File: src/rtl/axi_rmw_pkg.sv
// axi_rmw_pkg: shared FSM states, AXI encodings and the SIZE helper for the RMW master
package axi_rmw_pkg;
  typedef enum logic [2:0] {S_IDLE, S_AR, S_R, S_AW, S_W, S_B, S_FIN} state_t;
  localparam logic [1:0] RESP_OKAY = 2'b00;
  localparam logic [1:0] BURST_INCR = 2'b01;
  localparam logic [3:0] CACHE_DEFAULT = 4'b0011;
  function automatic logic [2:0] axi_size(input int dw);
    return 3'($clog2(dw / 8));
  endfunction
endpackage

File: src/rtl/rmw_beat_buffer.sv
// rmw_beat_buffer: DEPTH x DATA_W simple dual-port RAM; sync write port (we/waddr/wdata), registered read port (raddr -> rdata next cycle)
module rmw_beat_buffer
  import axi_rmw_pkg::*;
#(
  parameter int DATA_W = 64,
  parameter int DEPTH = 32,
  localparam int BA_W = $clog2(DEPTH)
) (
  input  logic              clk,
  input  logic              we,
  input  logic [BA_W-1:0]   waddr,
  input  logic [DATA_W-1:0] wdata,
  input  logic [BA_W-1:0]   raddr,
  output logic [DATA_W-1:0] rdata
);
  logic [DATA_W-1:0] mem [DEPTH];
  always_ff @(posedge clk) begin
    if (we) mem[waddr] <= wdata;
    rdata <= mem[raddr];
  end
endmodule

File: src/rtl/axi_burst_rmw_master.sv
// axi_burst_rmw_master: reads len beats from rd_base_addr, adds add_value per beat, writes them as one burst to wr_base_addr
// Ports: command (start/len/rd_base_addr/wr_base_addr/add_value), status (busy/done/error), full AXI4 master AR/R/AW/W/B channels.
module axi_burst_rmw_master
  import axi_rmw_pkg::*;
#(
  parameter int DATA_W = 64,
  parameter int ADDR_W = 32,
  parameter int MAX_BURST = 32,
  localparam int LEN_W = $clog2(MAX_BURST) + 1,
  localparam int BA_W = $clog2(MAX_BURST)
) (
  input  logic                ACLK,
  input  logic                ARESETn,
  input  logic                start,
  input  logic [LEN_W-1:0]    len,
  input  logic [ADDR_W-1:0]   rd_base_addr,
  input  logic [ADDR_W-1:0]   wr_base_addr,
  input  logic [DATA_W-1:0]   add_value,
  output logic                busy,
  output logic                done,
  output logic                error,
  output logic                ARVALID,
  input  logic                ARREADY,
  output logic [ADDR_W-1:0]   ARADDR,
  output logic [7:0]          ARLEN,
  output logic                ARID,
  output logic [2:0]          ARSIZE,
  output logic [1:0]          ARBURST,
  output logic                ARLOCK,
  output logic [3:0]          ARCACHE,
  output logic [2:0]          ARPROT,
  output logic [3:0]          ARQOS,
  output logic                ARUSER,
  input  logic                RVALID,
  output logic                RREADY,
  input  logic [DATA_W-1:0]   RDATA,
  input  logic [1:0]          RRESP,
  input  logic                RLAST,
  output logic                AWVALID,
  input  logic                AWREADY,
  output logic [ADDR_W-1:0]   AWADDR,
  output logic [7:0]          AWLEN,
  output logic                AWID,
  output logic [2:0]          AWSIZE,
  output logic [1:0]          AWBURST,
  output logic                AWLOCK,
  output logic [3:0]          AWCACHE,
  output logic [2:0]          AWPROT,
  output logic [3:0]          AWQOS,
  output logic                AWUSER,
  output logic                WVALID,
  input  logic                WREADY,
  output logic [DATA_W-1:0]   WDATA,
  output logic [DATA_W/8-1:0] WSTRB,
  output logic                WLAST,
  output logic                WUSER,
  input  logic                BVALID,
  output logic                BREADY,
  input  logic [1:0]          BRESP
);
  state_t state, state_nx;
  logic [LEN_W-1:0] len_q, rd_cnt, w_cnt;
  logic [7:0] len_m1;
  logic [ADDR_W-1:0] rd_addr_q, wr_addr_q;
  logic [DATA_W-1:0] add_q, wdata_q, buf_rdata;
  logic [BA_W-1:0] buf_raddr;
  logic wlast_q, error_q, cmd_ok, buf_we, w_hs;
  assign cmd_ok = len != '0 && len <= LEN_W'(MAX_BURST);
  assign buf_we = state == S_R && RVALID && rd_cnt < len_q;
  assign w_hs = state == S_W && WREADY;
  // The W path keeps the buffer read one beat ahead of the beat on the bus; beat 0 is captured straight from R.
  assign buf_raddr = BA_W'(w_cnt + (w_hs ? LEN_W'(2) : LEN_W'(1)));
  assign ARADDR = rd_addr_q;
  assign AWADDR = wr_addr_q;
  assign ARLEN = len_m1;
  assign AWLEN = len_m1;
  assign WDATA = wdata_q;
  assign WLAST = wlast_q;
  assign WSTRB = {(DATA_W/8){WVALID}};
  assign error = error_q;
  assign {ARID, AWID, ARLOCK, AWLOCK} = '0;
  assign {ARPROT, AWPROT, ARQOS, AWQOS} = '0;
  assign {ARUSER, AWUSER, WUSER} = 3'b111;
  assign ARSIZE = axi_size(DATA_W);
  assign AWSIZE = axi_size(DATA_W);
  assign ARBURST = BURST_INCR;
  assign AWBURST = BURST_INCR;
  assign ARCACHE = CACHE_DEFAULT;
  assign AWCACHE = CACHE_DEFAULT;
  rmw_beat_buffer #(.DATA_W(DATA_W), .DEPTH(MAX_BURST)) u_buf (
    .clk(ACLK), .we(buf_we), .waddr(rd_cnt[BA_W-1:0]), .wdata(RDATA),
    .raddr(buf_raddr), .rdata(buf_rdata)
  );
  always_ff @(posedge ACLK or negedge ARESETn) begin
    if (!ARESETn) state <= S_IDLE;
    else state <= state_nx;
  end
  always_comb begin
    state_nx = state;
    busy = 1'b1;
    done = 1'b0;
    ARVALID = 1'b0;
    RREADY = 1'b0;
    AWVALID = 1'b0;
    WVALID = 1'b0;
    BREADY = 1'b0;
    case (state)
      S_IDLE: begin
        busy = 1'b0;
        if (start) state_nx = cmd_ok ? S_AR : S_FIN;
      end
      S_AR: begin
        ARVALID = 1'b1;
        if (ARREADY) state_nx = S_R;
      end
      S_R: begin
        RREADY = 1'b1;
        if (RVALID && RLAST) state_nx = S_AW;
      end
      S_AW: begin
        AWVALID = 1'b1;
        if (AWREADY) state_nx = S_W;
      end
      S_W: begin
        WVALID = 1'b1;
        if (WREADY && wlast_q) state_nx = S_B;
      end
      S_B: begin
        BREADY = 1'b1;
        if (BVALID) state_nx = S_FIN;
      end
      S_FIN: begin
        busy = 1'b0;
        done = 1'b1;
        state_nx = S_IDLE;
      end
      default: begin
        busy = 1'b0;
        state_nx = S_IDLE;
      end
    endcase
  end
  always_ff @(posedge ACLK or negedge ARESETn) begin
    if (!ARESETn) begin
      len_q <= '0;
      len_m1 <= '0;
      rd_addr_q <= '0;
      wr_addr_q <= '0;
      add_q <= '0;
      rd_cnt <= '0;
      w_cnt <= '0;
      wdata_q <= '0;
      wlast_q <= 1'b0;
      error_q <= 1'b0;
    end else begin
      if (state == S_IDLE && start) begin
        len_q <= len;
        len_m1 <= 8'(len - LEN_W'(1));
        rd_addr_q <= rd_base_addr;
        wr_addr_q <= wr_base_addr;
        add_q <= add_value;
        rd_cnt <= '0;
        w_cnt <= '0;
        error_q <= !cmd_ok;
      end
      if (state == S_R && RVALID) begin
        if (rd_cnt < len_q) rd_cnt <= rd_cnt + LEN_W'(1);
        if (rd_cnt == '0) wdata_q <= RDATA + add_q;
        // Early RLAST: fewer beats than requested arrived.
        if (RRESP != RESP_OKAY || (RLAST && rd_cnt + LEN_W'(1) < len_q)) error_q <= 1'b1;
      end
      if (state == S_AW && AWREADY) wlast_q <= len_m1 == 8'd0;
      if (w_hs) begin
        wdata_q <= buf_rdata + add_q;
        w_cnt <= w_cnt + LEN_W'(1);
        wlast_q <= w_cnt + LEN_W'(2) == len_q;
      end
      if (state == S_B && BVALID && BRESP != RESP_OKAY) error_q <= 1'b1;
    end
  end
endmodule

File: config.mk
export PLATFORM = sky130hd
export DESIGN_NAME = axi_burst_rmw_master
export DESIGN_NICKNAME = d
export VERILOG_FILES = /design/src/rtl/axi_rmw_pkg.sv /design/src/rtl/rmw_beat_buffer.sv /design/src/rtl/axi_burst_rmw_master.sv
export SDC_FILE = /design/constraint.sdc
export NUM_CORES = 2
export LEC_CHECK = 0
export CAP_MARGIN = 20
export CORE_UTILIZATION = 25
export DETAILED_ROUTE_END_ITERATION = 8
export SYNTH_ARGS = -nofsm -noshare
export SYNTH_HDL_FRONTEND = slang
export SYNTH_HIERARCHICAL = 1
export SYNTH_SLANG_ARGS = --single-unit
File: constraint.sdc
create_clock -name ACLK -period 12.91 [get_ports ACLK]
set_input_delay 2.582 -clock ACLK [delete_from_list [all_inputs] [get_ports ACLK]]
set_output_delay 2.582 -clock ACLK [all_outputs]
set_load 0.005 [all_outputs]
* Yosys cells after proc, flatten, opt, wreduce, memory -nomap -nowiden
Memory sizes are Yosys's and may differ from the RTL's. A register that Yosys moved wholly into a read port is not among the register bits. Cells that the tools add are included.
Word-level totals: latch bits 0, memories 1, output and inout port bits 200, bits in writable memories 2048, register bits 223, input bits 211, word-level logic and storage cells 93, memory bits (read-only) 0
Memory list:
- u_buf.mem | words 32, bits a word 64, rd ports 1, clocked after memory_dff 1, wr ports 1, RTL line rmw_beat_buffer.sv:16 | logic [DATA_W-1:0] mem [DEPTH];
Cells by class: reduce and logical (&&, ||, !) cells 26, $lt $le $gt $ge 3, equality and inequality tests 13, $add $sub $neg 7, div/mod/pow operators 0, shifts and indexed selects 0, multiplexer cells 32, bitwise gates (word level) 0, $mul 0
Operator list (number):
- 2-to-1 mux 64 bit | 3
- adder 64 bit | 2
- 2-to-1 mux 6 bit | 5
- 2-to-1 mux 3 bit | 7
- one-hot mux 3 bit (6 select lines) | 1
- 2-to-1 mux 1 bit | 15
- adder 6 x 1 -> 6 bit (second input constant) | 2
- < comparator 6 bit | 2
- nonzero test 2 bit | 6
- logical AND 1 bit | 11
- == test 3 bit (second input constant) | 3
- zero test 8 bit | 1
- inequality test 2 bit (second input constant) | 4
- subtractor 6 x 1 -> 7 bit (second input constant) | 1
- adder 6 x 2 -> 6 bit (second input constant) | 1
- == test 3 x 2 -> 1 bit (second input constant) | 2
- == test 6 bit | 1
- <= comparator 6 bit (second input constant) | 1
- zero test 6 bit | 1
- AND reduction 6 bit | 1
- nonzero test 6 bit | 1
- adder 5 x 2 -> 5 bit | 1
- OR reduction 5 bit | 1
- inequality test 2 x 1 -> 1 bit (second input constant) | 2
- other kinds (6) | 6

* Depth between registers and ports, before layout
depth in word-level cells 7, mapped depth 22, mapped depth without buffers 18

* By module
Netlist, hierarchy kept.
Modules (own cells, without submodules):
- rmw_beat_buffer | area each 78964.5 um^2, cells each 3097, times used 1, sequential area each 62780.2 um^2
- axi_burst_rmw_master | area each 14031.0 um^2, cells each 1820, times used 1, sequential area each 5555.3 um^2

* Least setup slack after synthesis
OpenSTA, ideal clock, no wires.
path kind input -> register, start input port RVALID, end memory u_buf.mem[12][0], enable pin, cell stages on the path 6, data arrival time 6.642 ns, library setup time 0.487 ns, buffers on the path 2, data required time 12.423 ns, path slack 5.781 ns, cell sequence nand2_1 > a211oi_1 > clkbuf_1 > or3b_2 > clkbuf_1 > nor2_1
On the way: word-level cells in the longest chain between the ends 4
RTL lines:
- from (decl) | RTL line axi_burst_rmw_master.sv:34 | input logic RVALID,
- logical AND 1 bit (2 in series) | RTL line axi_burst_rmw_master.sv:69 | assign buf_we = state == S_R && RVALID && rd_cnt < len_q;
- via buf_we | RTL line axi_burst_rmw_master.sv:67 | logic wlast_q, error_q, cmd_ok, buf_we, w_hs;
- 2-to-1 mux 1 bit | RTL line rmw_beat_buffer.sv:18 | if (we) mem[waddr] <= wdata;
- 2-to-1 mux 1 bit (not written as such) | RTL line rmw_beat_buffer.sv:18
- to (decl) | RTL line rmw_beat_buffer.sv:16
The timed path passes the listed nets, and every way through them passes these cells.

* Worst setup path after layout
start input port WREADY, end register u_buf.rdata[20], read port of u_buf.mem
On the way: word-level cells in the longest chain between the ends 3
RTL lines:
- from (decl) | RTL line axi_burst_rmw_master.sv:52 | input logic WREADY,
- logical AND 1 bit | RTL line axi_burst_rmw_master.sv:70 | assign w_hs = state == S_W && WREADY;
- 2-to-1 mux 2 bit | RTL line axi_burst_rmw_master.sv:72 | assign buf_raddr = BA_W'(w_cnt + (w_hs ? LEN_W'(2) : LEN_W'(1)));
- adder 5 x 2 -> 5 bit | RTL line axi_burst_rmw_master.sv:72
- via buf_raddr[2] | RTL line axi_burst_rmw_master.sv:66 | logic [BA_W-1:0] buf_raddr;
- to (decl) | RTL line rmw_beat_buffer.sv:14 | output logic [DATA_W-1:0] rdata
The timed path passes the listed nets, and every way through them passes these cells. A chain may end at the register's enable or synchronous reset.

==> key figures <==
Logic synthesis
  • Synth Warn #: 6
  • Ys flop type: edfxtp_1
  • Sequential area share after synthesis: 73.5%
  • Syn avg cell area: approximately 19 sq um
  • Yosys reg bits: between 2k and 2.5k
  • Post-synth top area share: between 60% and 70%
  • Synth area leaders: edfxtp_1, mux4_2, dfrtp_1
  • Syn Inst Count: slightly below 5k
  • Post-synth EDFFs: between 2k and 2.5k
  • Yosys top cell by area: edfxtp_1
  • Async set-reset flop share out of synthesis: under 10%
  • Netlist cell types: 71
  • Post-Syn Area: 93000 sq um

Clocking
  • Clk buf depth: 3
  • CTS-repair resized insts: 0
  • Clock transition at path regs: around 60 ps
  • Root Buffer: clkbuf_16
  • Clk_lat worst skew: just over 900 ps
  • Num CTS Buffers: between 200 and 250
  • CTS tree: yes
  • H-tree levels: 4
  • Hold-fix buffers at CTS: 0
  • Clock sinks: ~2.3k
  • # Post-CTS Setup Buffers: 0

Timing
  • Final Critical Period: approximately 7400 ps
  • Final hold vios: 0
  • Skew final: roughly 84 ps
  • Fin crit share: 57.0%
  • Final Max Slew Viols: 0
  • Final Worst Setup Slack: approximately 5500 ps
  • Max_slew headroom: between 20% and 30%
  • RSZ-0062 raised after global routing: no
  • Setup TNS: 0 ps
  • Setup violations, final: 0
  • Achievable frequency: 136 MHz
  • Worst-Margin Slew: about 1200 ps
  • Hold slack: 472 ps

Die
  • Die span in x: ~600 microns
  • Starting Density: 25.2%
  • Cell Rows: 223
  • Total I/O pin count: 411
  • Die area: around 370000 sq um
  • Die height: between 600 and 700 microns
  • Core Area: ~370000 sq um

Global route
  • Largest net degree at the start of global routing: ~120
  • M3 GR Usage: under 10%
  • First-pass GRT wire length: 391000 microns
  • Most Crowded Layer GR: met2
  • Met2 GRT Util: roughly a quarter
  • Total gr overflow: 0
  • Initial antenna violation count: 25
  • Met1 global-route usage: roughly 20%
  • Vias in the first global route: around 50k
  • Total track usage: 14.7%

Power
  • Pwr/cell area: 195 nW/um^2
  • Static leakage: approximately 0.036 uW
  • Peak supply drop: between 0.00015 and 0.0002 V

Run
  • Max Cap Viol: 0

Finish
  • Total area of sequential cells: around 68000 sq um
  • Finished Core Util: roughly 30%
  • Commonest non-fill, non-tap cell in the layout: edfxtp_1
  • Final-stage net count: roughly 5.7k
  • Share of cells above drive strength 1: between 20 and 25%
  • Commonest non-fill, non-tap cells in the layout: edfxtp_1, nand2_1, mux4_2, clkdlybuf4s50_1, clkbuf_16
  • Area Overhead vs Synth: 19.3%
  • Fillers: 35.8k
  • Cell Count, Final, Fillers Out: between 10k and 15k
  • Area of the multi-input gates: 23500 sq um

Setup path
  • Crit end category: flop
  • Startpoint types: input pin
  • CP max FO: 53
  • FF-to-FF Start: state[2]
  • Critical Path Start: WREADY
  • Crit Path Category: in2reg
  • CP required: 13710 ps
  • CP arrival: 8160 ps

Route
  • DR DRC count: 0
  • First-pass iteration count of the detailed router: 5
  • Antenna Violating Nets Remaining: 0
  • Routed WL: between 200000 and 300000 microns
  • Initial DRC count: about 5.5k
  • Wirelength per Cell: roughly 27 microns
  • Via Count: around 50k
  • Via density: around 4.7

Hold path
  • Hold Crit Class: reg2reg
  • Hold_sp: ARADDR[22]

Place
  • Port-buffer cells: ~370
  • Dpl cells: approximately 10k
  • Dpl hpwl: around 160000 microns
  • Setup slack at placement: roughly 4600 ps
  • RePlAce Congestion: about 0.90

Outcome
  • Outcome: finished, final reports clean
## stage by stage
| stage | total power, uW | instance area (sq um) |
|---|---|---|
| after floorplan | 12800 | 93100 |
| after global placement | 15000 | 103000 |
| after detailed placement | 15000 | 103000 |
| after CTS | 21700 | 111000 |
| after global routing | 22400 | 111000 |
| final | 21600 | 111000 |
## report_power, final
group / leakage, uW / switching (uW) / total (uW) / internal, uW
clock: 0.00371 / 2900 / 6750 / 3850
sequential: 0.0217 / 490 / 9210 / 8720
combinational: 0.0110 / 3010 / 5630 / 2630
## synthesized netlist by cell type, drive strengths merged, types with 3 or more instances
cell,count
nand2b,15
nor3,17
inv,36
xnor2,45
mux2,75
or4,4
nor2b,11
o22ai,12
and3,5
a211oi,10
nand3,19
nand3b,10
o31a,7
o21a,8
o211ai,8
o21ai,93
o221ai,5
nand4,18
mux2i,42
o31ai,7
o2111ai,3
mux4,602
or3,7
a21o,32
a21oi,134
nor3b,6
a221oi,15
o21bai,18
edfxtp,2048
ha,87
buf,167
xor2,30
nand2,693
a31oi,12
nor2,153
dfrtp,222
and2,8
a22oi,3
clkbuf,129
nor4,6
o2bb2ai,4
dfxtp,64
or3b,3
## cell type report
cell class | count | share of cell area [%]
flip-flops and latches | 2334 | 61.6
multi-input cells | 2288 | 21.2
well taps | 4950 | 5.58
clock buffers | 293 | 5.39
repair buffers | 541 | 4.67
clock inverters | 128 | 1.46
inverters | 36 | 0.124
diodes | 3 | 0.00677
## path summary, 6_finish.rpt
path,endpoint,slack [ps],cells past startpoint
worst max-delay path,u_buf/rdata[20],5550,11
worst min-delay path,ARADDR[22],470,2
worst max register to register,u_buf/rdata[20],6110,11
worst min register to register,ARADDR[22],470,2
max in group asynchronous,add_q[50],9660,2
min in group asynchronous,ARADDR[21],1760,1
## registers in the layout, summed over array words and instances (netlist names)
name         count
len_q            6
error            1
rd_cnt           6
ARADDR          32
AWADDR          32
u_buf/rdata     64
ARLEN            7
u_buf/mem     2048
WLAST            1
state            3
WDATA           64
w_cnt            6
add_q           64
## layer usage
layer	vias up	wire length, microns
met4	2	8220
met5	-	13
met1	27000	118000
li1	20500	-
met3	399	19300
met2	2223	136000
## critical path, stage by stage
cell and delay, ps:
clkdlybuf4s50_1 490, and2_4 420, buf_4 560, buf_4 520
fa_4 410, xor2_4 620, buf_4 520, buf_4 720
mux4_2 420, mux4_2 520, mux2_2 290
## kinds of logic after synthesis
| kind of cell | count (synthesis) | share of synthesized area, % |
|---|---|---|
| AOI/OAI and AO/OA | 388 | 2.61 |
| xor gates and xnor gates | 75 | 0.706 |
| adders and majority gates | 89 | 1.21 |
| buffers and inverters | 332 | 1.74 |
| DFF | 2334 | 73.5 |
| muxes | 719 | 15.9 |
| other | 2 | 0.00808 |
| and+or+nand+nor | 978 | 4.30 |
Power figures use the tool's default switching activity.
